===== src/rtl/demux_1_4_stream.sv =====
// Purpose : 1-to-4 stream demux; one beat per cycle is steered to a lane chosen by in_sel or a round-robin pointer.
// Latency : one cycle from accept to the beat appearing on its lane's one-entry holding register.
// Backpres: in_ready reflects only the target lane (free when empty or draining this cycle); other lanes never stall input.
module demux_1_4_stream #(
    parameter int WIDTH   = 8,
    parameter int RR_MODE = 0
) (
    input  logic                 clk,
    input  logic                 rst,
    input  logic                 in_valid,
    output logic                 in_ready,
    input  logic [WIDTH-1:0]     in_data,
    input  logic [1:0]           in_sel,
    output logic [3:0]           out_valid,
    input  logic [3:0]           out_ready,
    output logic [4*WIDTH-1:0]   out_data,
    output logic [1:0]           rr_ptr
);

    logic [3:0]            r_valid;
    logic [3:0][WIDTH-1:0] r_data;
    logic [1:0]            r_rr_ptr;

    logic [1:0]            w_tgt;
    logic [3:0]            w_lane_free;
    logic                  w_accept;

    // In round-robin mode in_sel is ignored entirely; the pointer alone picks the lane (no skipping of full lanes).
    assign w_tgt       = (RR_MODE != 0) ? r_rr_ptr : in_sel;

    // A lane can take a new beat if it is empty or its current beat leaves this same cycle.
    assign w_lane_free = ~r_valid | out_ready;

    // Combinational out_ready -> in_ready path is intentional: it lets a draining lane reload with no bubble.
    assign in_ready    = w_lane_free[w_tgt];
    assign w_accept    = in_valid && in_ready;

    assign out_valid   = r_valid;
    assign out_data    = r_data;
    assign rr_ptr      = r_rr_ptr;

    // Per-lane holding registers and the round-robin pointer; reset overrides any load or drain in the same cycle.
    always_ff @(posedge clk) begin
        if (rst) begin
            r_valid  <= '0;
            r_data   <= '0;
            r_rr_ptr <= '0;
        end else begin
            for (int k = 0; k < 4; k++) begin
                if (w_accept && (w_tgt == 2'(k))) begin
                    r_valid[k] <= 1'b1;
                    r_data[k]  <= in_data;
                end else if (out_ready[k]) begin
                    // Data is left in place after a drain; only the valid flag drops.
                    r_valid[k] <= 1'b0;
                end
            end
            // Pointer counts accepted beats mod 4 in both modes, so it doubles as a beat index.
            if (w_accept) begin
                r_rr_ptr <= r_rr_ptr + 2'd1;
            end
        end
    end

endmodule


===== config.mk =====
export PLATFORM = sky130hd
export DESIGN_NAME = demux_1_4_stream
export DESIGN_NICKNAME = d
export VERILOG_FILES = /design/src/rtl/demux_1_4_stream.sv
export SDC_FILE = /design/constraint.sdc
export NUM_CORES = 1
export LEC_CHECK = 0
export BUFFER_PORTS_ARGS = -buffer_cell sky130_fd_sc_hd__buf_2
export CAP_MARGIN = 20
export CORE_MARGIN = 10
export CORE_UTILIZATION = 30
export CTS_BUF_LIST = sky130_fd_sc_hd__clkbuf_2
export DETAILED_ROUTE_END_ITERATION = 7
export GPL_ROUTABILITY_DRIVEN = 0
export SYNTH_ARGS = -nofsm -noshare
export SYNTH_HDL_FRONTEND = slang
export SYNTH_SLANG_ARGS = --single-unit

===== constraint.sdc =====
create_clock -name clk -period 4.7 [get_ports clk]
set_clock_uncertainty 0.15 [all_clocks]
set_input_delay 0.235 -clock clk [delete_from_list [all_inputs] [get_ports clk]]
set_output_delay 0.235 -clock clk [all_outputs]
set_load 0.01 [all_outputs]

==> flow_metrics.tcl, run 1 <==
set metrics [dict create \
    fin_nets 223 \
    path_delay_family "buffers and inverters" \
    worstPathCellList "dlygate4sd3_1 > buf_2 > nand2b_1 > mux4_2 > buf_2" \
    syn_nets 153 \
    core_area_um2 4470 \
    critPathKind "input pin to output port" \
    drtIter0Drc 49 \
    slew_viol_final 0 \
    cp.arrival_ns 1.79 \
    drive_gt1_frac 0.330 \
    seq_area_frac_synth 0.535 \
    async_flop_share 0 \
    clk_pin_slew_ns 0.19 \
    grt_max_degree 41 \
    hold_class "input pin to flip-flop" \
    final_cell_mix "buf_2 (55), dfxtp_1 (38), nor2_1 (36), mux2i_1 (32), dlygate4sd3_1 (15)" \
    setup_viol 0 \
    synthToLayoutAreaGrowth_pct 35.2 \
    netlist_instances 136 \
    routed_via_density 4.53 \
    ant_nets 0 \
    cp_slowest_stage_delay_ns 0.55 \
    drc_errors 0 \
    yosysWarnings 0 \
    critPathRequiredTime_ns 4.32 \
    yosys-top-cells-area "dfxtp_1 (54%), mux2i_1 (23%), nor2_1 (9.5%), nand2b_1 (1.8%), mux4_2 (1.6%)" \
    clock-sinks 38 \
    status "complete, no violations" \
    power_density_nw_per_um2 288 \
    cp-start-kind "input pin" \
    synth_edf_count 0 \
    ys.flop_type "dfxtp_1" \
    cts_buffers 5 \
    min_period_over_period 0.463 \
    first_global_vias 1230 \
    clkLatencyLatePin_ns 0.37 \
    cts_tree "done" \
    die_area_um2 7890 \
    rsz0062_at_grt "no" \
    min_period_ns 2.18 \
    syn_area_um2 1420 \
    drt-pass1-iter-count 4 \
    grt_pass1_wl_um 6280 \
    final_common_cell "buf_2" \
    start_util 0.318 \
    tns_ns 0 \
    n_antenna_cell 0 \
    relSlewSlack 0.362 \
    cts-root-buf "clkbuf_2" \
    grt_antenna_before_repair 0 \
    fmaxAchievable_ghz 0.459 \
    max_cap_violations 0 \
    path_common_cell "buf_2" \
    die_h_um 88.8 \
    fp-row-count 24 \
    yosys.cell_types.count 21 \
    yosysTopAreaCell "dfxtp_1" \
    worstMarginPinSlew_ns 0.955 \
    ios 56 \
    end_kind "output port" \
    h-tree-depth 2 \
    vdd_drop_max_mv 0.143 \
    critPathMaxFanout 4 \
    gr-total-overflow 0 \
    portBuffers 55 \
    hpwl_um 2740 \
    crit_buf_inv 3 \
    avgRoutedWirePerCell_um 14.9 \
    power_leakage_nw 0.923 \
    route.vias.total 1170 \
    grt_usage 0.103 \
    synth_top_area_share 0.535 \
    synth-seq-cells 38 \
    cts_max_path_buffers 2 \
    syn_area_per_cell_um2 10.5 \
    hold-worst-slack_ns 0.226 \
    wirelength_um 3850 \
    hold_viol 0 \
    worst_path_max_delay_cell "mux4_2" \
    fp.dieW_um 88.8 \
]
repair_timing:
item                                   CTS  global route
buffers inserted                         0             0
endpoints found under the hold margin   35             1
hold buffers                            14             1
gates resized for setup                  0             0
per-layer routing:
layer	track usage	share of wire
met3	0.0506	0.11
met1	0.130	0.49
met2	0.149	0.39
met4	0.0308	0.010
met5	0	0
registers in the layout (all words and copies together) (netlist names):
signal,flops
out_data,32
out_valid,4
rr_ptr,2
stage by stage:
stage / worst slack [ns] / area [µm²] / utilization / power (mW) / instances
global route: 2.48 / 1920 / 0.430 / 0.589 / 258
floorplan: 3.04 / 1420 / - / 0.386 / 136
detailed placement: 2.77 / 1740 / 0.388 / 0.417 / 236
finish: 2.52 / 1920 / 0.430 / 0.554 / 258
global placement: 2.78 / 1740 / 0.388 / 0.417 / 236
CTS: 2.54 / 1910 / 0.427 / 0.565 / 257
final timing paths:
kind	from	endpoint	slack, ns	cells past startpoint
max reg2reg	out_valid[2]$_SDFFE_PP0P_	out_data[18]$_SDFFE_PP0P_	2.87	4
min reg2reg	out_data[15]$_SDFFE_PP0P_	out_data[15]$_SDFFE_PP0P_	0.36	2
max	out_ready[3]	in_ready	2.52	5
min	rst	out_data[24]$_SDFFE_PP0P_	0.23	2
where the power goes:
group | internal, mW | total (mW) | leakage, nW | switching, mW
Sequential | 0.335 | 0.341 | 0.309 | 0.00644
Clock | 0.0322 | 0.135 | 0.0286 | 0.102
Combinational | 0.0381 | 0.0781 | 0.585 | 0.0400
Total | 0.405 | 0.554 | 0.923 | 0.149
worst reg2reg max path: stages, from the launching register on:
cell	delay, ns
dfxtp_1	0.36
nor2b_1	0.15
nor3_2	0.73
mux2i_1	0.26
nor2_1	0.06
synthesized netlist by cell type, types with 3 or more instances:
library cell,count
nand2b_1,4
a21oi_1,4
dfxtp_1,38
nor2_1,36
clkbuf_1,3
buf_2,3
mux2i_1,32
nor2b_1,3
cell families after synthesis:
family	share of synthesized area
buffers and inverters	0.0238
flip-flops	0.535
multiplexers	0.252
AND/OR/NAND/NOR	0.169
AO/OA/AOI/OAI	0.0202
area by class of cell:
| cell class | count | area (µm²) |
|---|---|---|
| timing repair buffer | 70 | 425 |
| clock buffer | 5 | 25.0 |
| sequential | 38 | 761 |
| clock inverter | 2 | 10.0 |
| multi-input combinational | 90 | 632 |
| fill | 449 | 2550 |
| tap | 52 | 65.1 |
| inverter | 1 | 3.75 |
Note: power is estimated with default switching activity, not from simulation.
==> inputs of run 2 (changes only) <==
clock period = 1.8 ns   (was 4.7 ns; I/O delays follow)
==> flow_metrics.tcl, run 2 (synthesized netlist as in run 1, its figures left out) <==
set metrics [dict create \
    drt-pass1-iter-count 4 \
    worstMarginPinSlew_ns 0.339 \
    synthToLayoutAreaGrowth_pct 38.8 \
    clkLatencyLatePin_ns 0.38 \
    wirelength_um 4070 \
    first_global_vias 1296 \
    rsz0062_at_grt "no" \
    r2r_start "out_valid[0]$_SDFFE_PP0P_" \
    cp-start-kind "flip-flop" \
    grt_antenna_before_repair 0 \
    vdd_drop_max_mv 0.596 \
    startpoint "out_valid[1]$_SDFFE_PP0P_" \
    max_cap_violations 0 \
    hold_class "input pin to flip-flop" \
    reg2reg_slack_ns 0.20 \
    grt_pass1_wl_um 6560 \
    crit_path_end "in_ready" \
    ios 56 \
    hpwl_um 2820 \
    setup_viol 0 \
    core_area_um2 4470 \
    min_period_ns 1.74 \
    largest_register_ff_count 32 \
    avgRoutedWirePerCell_um 15.5 \
    min_period_over_period 0.968 \
    critPathKind "flip-flop to output port" \
    cts_buffers 5 \
    cts_max_path_buffers 2 \
    relSlewSlack 0.774 \
    cts_tree "done" \
    clock-sinks 38 \
    n_antenna_cell 0 \
    final_area_um2 1970 \
    routed_via_density 4.66 \
    fmaxAchievable_ghz 0.574 \
    fin_nets 228 \
    cp.arrival_ns 1.50 \
    status "complete, no violations" \
    reg2reg_to "out_valid[0]$_SDFFE_PP0P_" \
    gr-total-overflow 0 \
    hold_viol 0 \
    clk_pin_slew_ns 0.17 \
    drc_errors 0 \
    ant_nets 0 \
    reg2reg_depth 4 \
    power_density_nw_per_um2 732 \
    critPathMaxFanout 4 \
    start_util 0.318 \
    cts-root-buf "clkbuf_2" \
    fp-row-count 24 \
    final_cell_mix "buf_2 (54), nor2_1 (36), dfxtp_1 (35), mux2i_1 (32), dlygate4sd3_1 (16)" \
    h-tree-depth 2 \
    final_common_cell "buf_2" \
    drtIter0Drc 42 \
    regArea_um2 764 \
    nFillCells 443 \
    tns_ns 0 \
    portBuffers 55 \
    power_leakage_nw 0.947 \
    route.vias.total 1220 \
    dpl_cell_area_um2 1770 \
    die_area_um2 7890 \
    grt_max_degree 33 \
    slew_viol_final 0 \
    grt_usage 0.105 \
    critPathRequiredTime_ns 1.56 \
    drive_gt1_frac 0.352 \
    fp.dieW_um 88.8 \
    die_h_um 88.8 \
    end_kind "output port" \
    multi_input_area_um2 639 \
]
## run 2: cell count changes in the layout (fill, tap and decap cells not counted), sizes merged
cell         change
buf              +4
clkinv           -1
dlygate4sd3      +1
## run 2: worst max-delay path, cell delays in order, from the launching register on
cell and delay, ns:
dfxtp_2 0.36, nand2b_1 0.09, mux4_2 0.54, buf_6 0.15
## run 2: through the flow
| step | worst slack (ns) | instances | power [mW] | utilization | hold slack, ns |
|---|---|---|---|---|---|
| final | 0.0576 | 262 | 1.44 | 0.441 | 0.117 |
| after global routing | 0.00230 | 262 | 1.52 | 0.441 | 0.125 |
| after CTS | 0.0159 | 262 | 1.46 | 0.437 | 0.0880 |
| after detailed placement | 0.208 | 240 | 1.10 | 0.395 | 0.233 |
| after global placement | 0.222 | 240 | 1.09 | 0.395 | 0.228 |
| after floorplan | 0.144 | 136 | 1.01 | - | 0.0742 |
## run 2: how the worst min path moves through the flow
stage | to | from | cells past startpoint | slack [ns]
after floorplan | rr_ptr[0]$_SDFFE_PP0P_ | in_valid | 1 | 0.07
after global placement | out_data[7]$_SDFFE_PP0P_ | in_data[7] | 3 | 0.23
after detailed placement | out_data[1]$_SDFFE_PP0P_ | in_data[1] | 3 | 0.23
after CTS | out_valid[2]$_SDFFE_PP0P_ | in_sel[0] | 5 | 0.09
after global routing | rr_ptr[0]$_SDFFE_PP0P_ | in_sel[0] | 3 | 0.12
final | out_valid[2]$_SDFFE_PP0P_ | in_sel[0] | 5 | 0.12
## run 2: layer usage
metal | up-vias | GRT usage | share of wire
met5 | - | 0 | 0
met4 | 0 | 0.0220 | 0.0044
met3 | 3 | 0.0570 | 0.12
met2 | 49 | 0.158 | 0.42
met1 | 567 | 0.130 | 0.46
li1 | 601 | - | -
## run 2: area by class of cell
| cell class | count | area share |
|---|---|---|
| sequential | 38 | 0.387 |
| multi-input combinational | 90 | 0.324 |
| timing repair buffer | 75 | 0.239 |
| tap | 52 | 0.0330 |
| clock buffer | 5 | 0.0127 |
| clock inverter | 1 | 0.00190 |
| inverter | 1 | 0.00190 |
## run 2: timing repair
item,4_1_cts,5_1_grt
setup buffers,0,0
hold buffers,16,0
setup endpoints to repair,0,1
resized for setup,0,5
hold endpoints to repair,38,0
## run 2: report_power, final
group          internal [mW]  total, mW  switching (mW)
Sequential             0.874      0.892          0.0178
Clock                 0.0774      0.341           0.264
Combinational          0.104      0.211           0.107
==> inputs of run 3 (changes only) <==
ABC_AREA = 1   (was unset)
==> flow_metrics.tcl, run 3 <==
set metrics [dict create \
    vdd_drop_max_mv 0.483 \
    grt_pass1_wl_um 8070 \
    synth_edf_count 0 \
    post-place-cells 404 \
    finalPower_mw 1.76 \
    reg2reg_to "out_data[11]$_SDFFE_PP0P_" \
    tns_ns 0 \
    core_area_um2 6280 \
    relSlewSlack 0.705 \
    die_h_um 100 \
    first_global_vias 1635 \
    critPathKind "flip-flop to output port" \
    drtIter0Drc 64 \
    max_cap_violations 0 \
    drc_errors 0 \
    grt_max_degree 23 \
    cp_slowest_stage_delay_ns 0.37 \
    end_kind "output port" \
    power_density_nw_per_um2 724 \
    yosys.cell_types.count 22 \
    hpwl_um 3640 \
    reg2reg_depth 8 \
    reg2reg_slack_ns 0.34 \
    setup_viol 0 \
    n_antenna_cell 0 \
    grt_usage 0.0988 \
    slew_viol_final 0 \
    clkLatencyLatePin_ns 0.41 \
    start_util 0.306 \
    power_leakage_nw 1.37 \
    largest_register_ff_count 32 \
    wirelength_um 4900 \
    async_flop_share 0 \
    worstHoldStart "in_sel[1]" \
    min_period_over_period 0.934 \
    setup_ws_ns 0.118 \
    gr-total-overflow 0 \
    nFillCells 665 \
    drive_gt1_frac 0.255 \
    syn_area_um2 1920 \
    p_sw_frac 0.290 \
    fmaxAchievable_ghz 0.595 \
    comb_power_share 0.181 \
    worstPathCellList "inv_1 > nor2_1 > nand2_4 > nand2_4 > nor2_8 > buf_2" \
    rsz0062_at_grt "no" \
    synth-seq-cells 38 \
    fin_nets 365 \
    worstHoldPathCells 5 \
    hold_class "input pin to flip-flop" \
    worst_path_max_delay_cell "dfxtp_1" \
    r2r_start "out_valid[0]$_SDFFE_PP0P_" \
    syn_area_per_cell_um2 6.85 \
    critPathRequiredTime_ns 1.56 \
    routed_via_density 4.05 \
    grt_antenna_before_repair 0 \
    synth_top_area_share 0.396 \
    syn_nets 297 \
    cts_max_path_buffers 2 \
    yosysWarnings 0 \
    ant_nets 0 \
    synthToLayoutAreaGrowth_pct 26.5 \
    hold_viol 0 \
    path_common_cell "nand2_4" \
    min_to "out_valid[3]$_SDFFE_PP0P_" \
    critPathMaxFanout 11 \
    netlist_top_cells_count "nand2_1 (68), inv_1 (65), nor2_1 (54), dfxtp_1 (38), nand4_1 (16)" \
    p_sw_mw 0.509 \
    cp-start-kind "flip-flop" \
    fp.dieW_um 100 \
    cts-root-buf "clkbuf_2" \
    die_area_um2 10000 \
    worstMarginPinSlew_ns 0.441 \
    instances_no_fill 426 \
    clock-sinks 38 \
    seq_area_frac_synth 0.396 \
    route.vias.total 1725 \
    h-tree-depth 2 \
    yosysTopAreaCell "dfxtp_1" \
    yosysMostFrequentCell "nand2_1" \
    ys.flop_type "dfxtp_1" \
    cp.arrival_ns 1.44 \
    pre_cts_ws_ns 0.267 \
    final_common_cell "nand2_1" \
    min_period_ns 1.68 \
    hold-worst-slack_ns 0.0244 \
    netlist_instances 280 \
    avgRoutedWirePerCell_um 11.5 \
    ios 56 \
    cts_buffers 5 \
    clk_pin_slew_ns 0.21 \
    final_cell_mix "nand2_1 (68), inv_1 (65), buf_2 (55), nor2_1 (53), dfxtp_1 (38)" \
    fp-row-count 29 \
    cts_tree "done" \
    status "complete, no violations" \
    yosys-top-cells-area "dfxtp_1 (40%), nand2_1 (13%), inv_1 (13%), nor2_1 (11%), nand4_1 (5.2%)" \
    portBuffers 55 \
    power_frac_clock 0.300 \
    internal-power_mw 1.25 \
    drt-pass1-iter-count 4 \
    p_seq_frac 0.518 \
]
run 3: changes by cell type after synthesis, moves of 3 or more:
cell	previous run	this run
buf_6	0	5
inv_1	1	65
mux2i_1	32	0
nand2_1	1	68
nand2_2	1	4
nand2_4	0	4
nand2b_1	4	0
nand4_1	0	16
nor2_1	36	54
nor2b_1	3	0
run 3: critical path: cells and delay by family, from the launching register on:
kind	cells	cell delay (ns)
buf+inv	2	0.19
flops	1	0.37
simple gates	4	0.47
run 3: power by group through the flow:
stage          combinational, mW  sequential [mW]  clock [mW]
6_report                   0.319            0.911       0.528
4_1_cts                    0.323            0.912       0.542
3_5_place_dp               0.300            0.929           0
2_1_floorplan              0.176            0.951           0
3_3_place_gp               0.296            0.928           0
5_1_grt                    0.366            0.918       0.585
run 3: worst max-delay path by stage:
stage / start / end / slack [ns] / depth (start not counted)
2_1_floorplan: out_valid[0]$_SDFFE_PP0P_ / out_data[14]$_SDFFE_PP0P_ / 0.45 / 10
3_3_place_gp: in_sel[0] / out_data[31]$_SDFFE_PP0P_ / 0.31 / 9
3_5_place_dp: in_sel[0] / out_data[26]$_SDFFE_PP0P_ / 0.27 / 9
4_1_cts: out_valid[3]$_SDFFE_PP0P_ / in_ready / 0.005 / 6
5_1_grt: out_valid[2]$_SDFFE_PP0P_ / in_ready / 0.007 / 6
6_report: out_valid[2]$_SDFFE_PP0P_ / in_ready / 0.12 / 6
run 3: cell families after synthesis:
| logic type | synth area share |
|---|---|
| AO/OA/AOI/OAI | 0.0176 |
| XOR/XNOR | 0.00456 |
| buffers and inverters | 0.187 |
| flip-flops | 0.396 |
| AND/OR/NAND/NOR | 0.394 |
run 3: cell type report:
cell class	count	area, µm²	area share
multi-input combinational	163	813	0.335
sequential	38	761	0.313
timing repair buffer	71	428	0.176
inverter	69	264	0.109
tap	77	96.3	0.0397
clock inverter	3	40.0	0.0165
clock buffer	5	25.0	0.0103
run 3: metal layers:
metal	GRT usage	share of wire	up-vias
li1	-	-	951
met1	0.118	0.44	721
met2	0.159	0.47	46
met3	0.0385	0.079	7
met4	0.0326	0.012	0
met5	0	0	-
run 3: repair_timing:
item | CTS | global route
setup endpoints to repair | 0 | 1
setup buffers | 0 | 0
gates resized for setup | 0 | 1
endpoints found under the hold margin | 38 | 0
hold buffers | 13 | 0
run 3: through the flow:
stage                     utilization  instance area (µm²)
after CTS                       0.384                 2410
after detailed placement        0.353                 2220
after global routing            0.387                 2430
after global placement          0.353                 2220
after floorplan                     -                 1920
final                           0.387                 2430
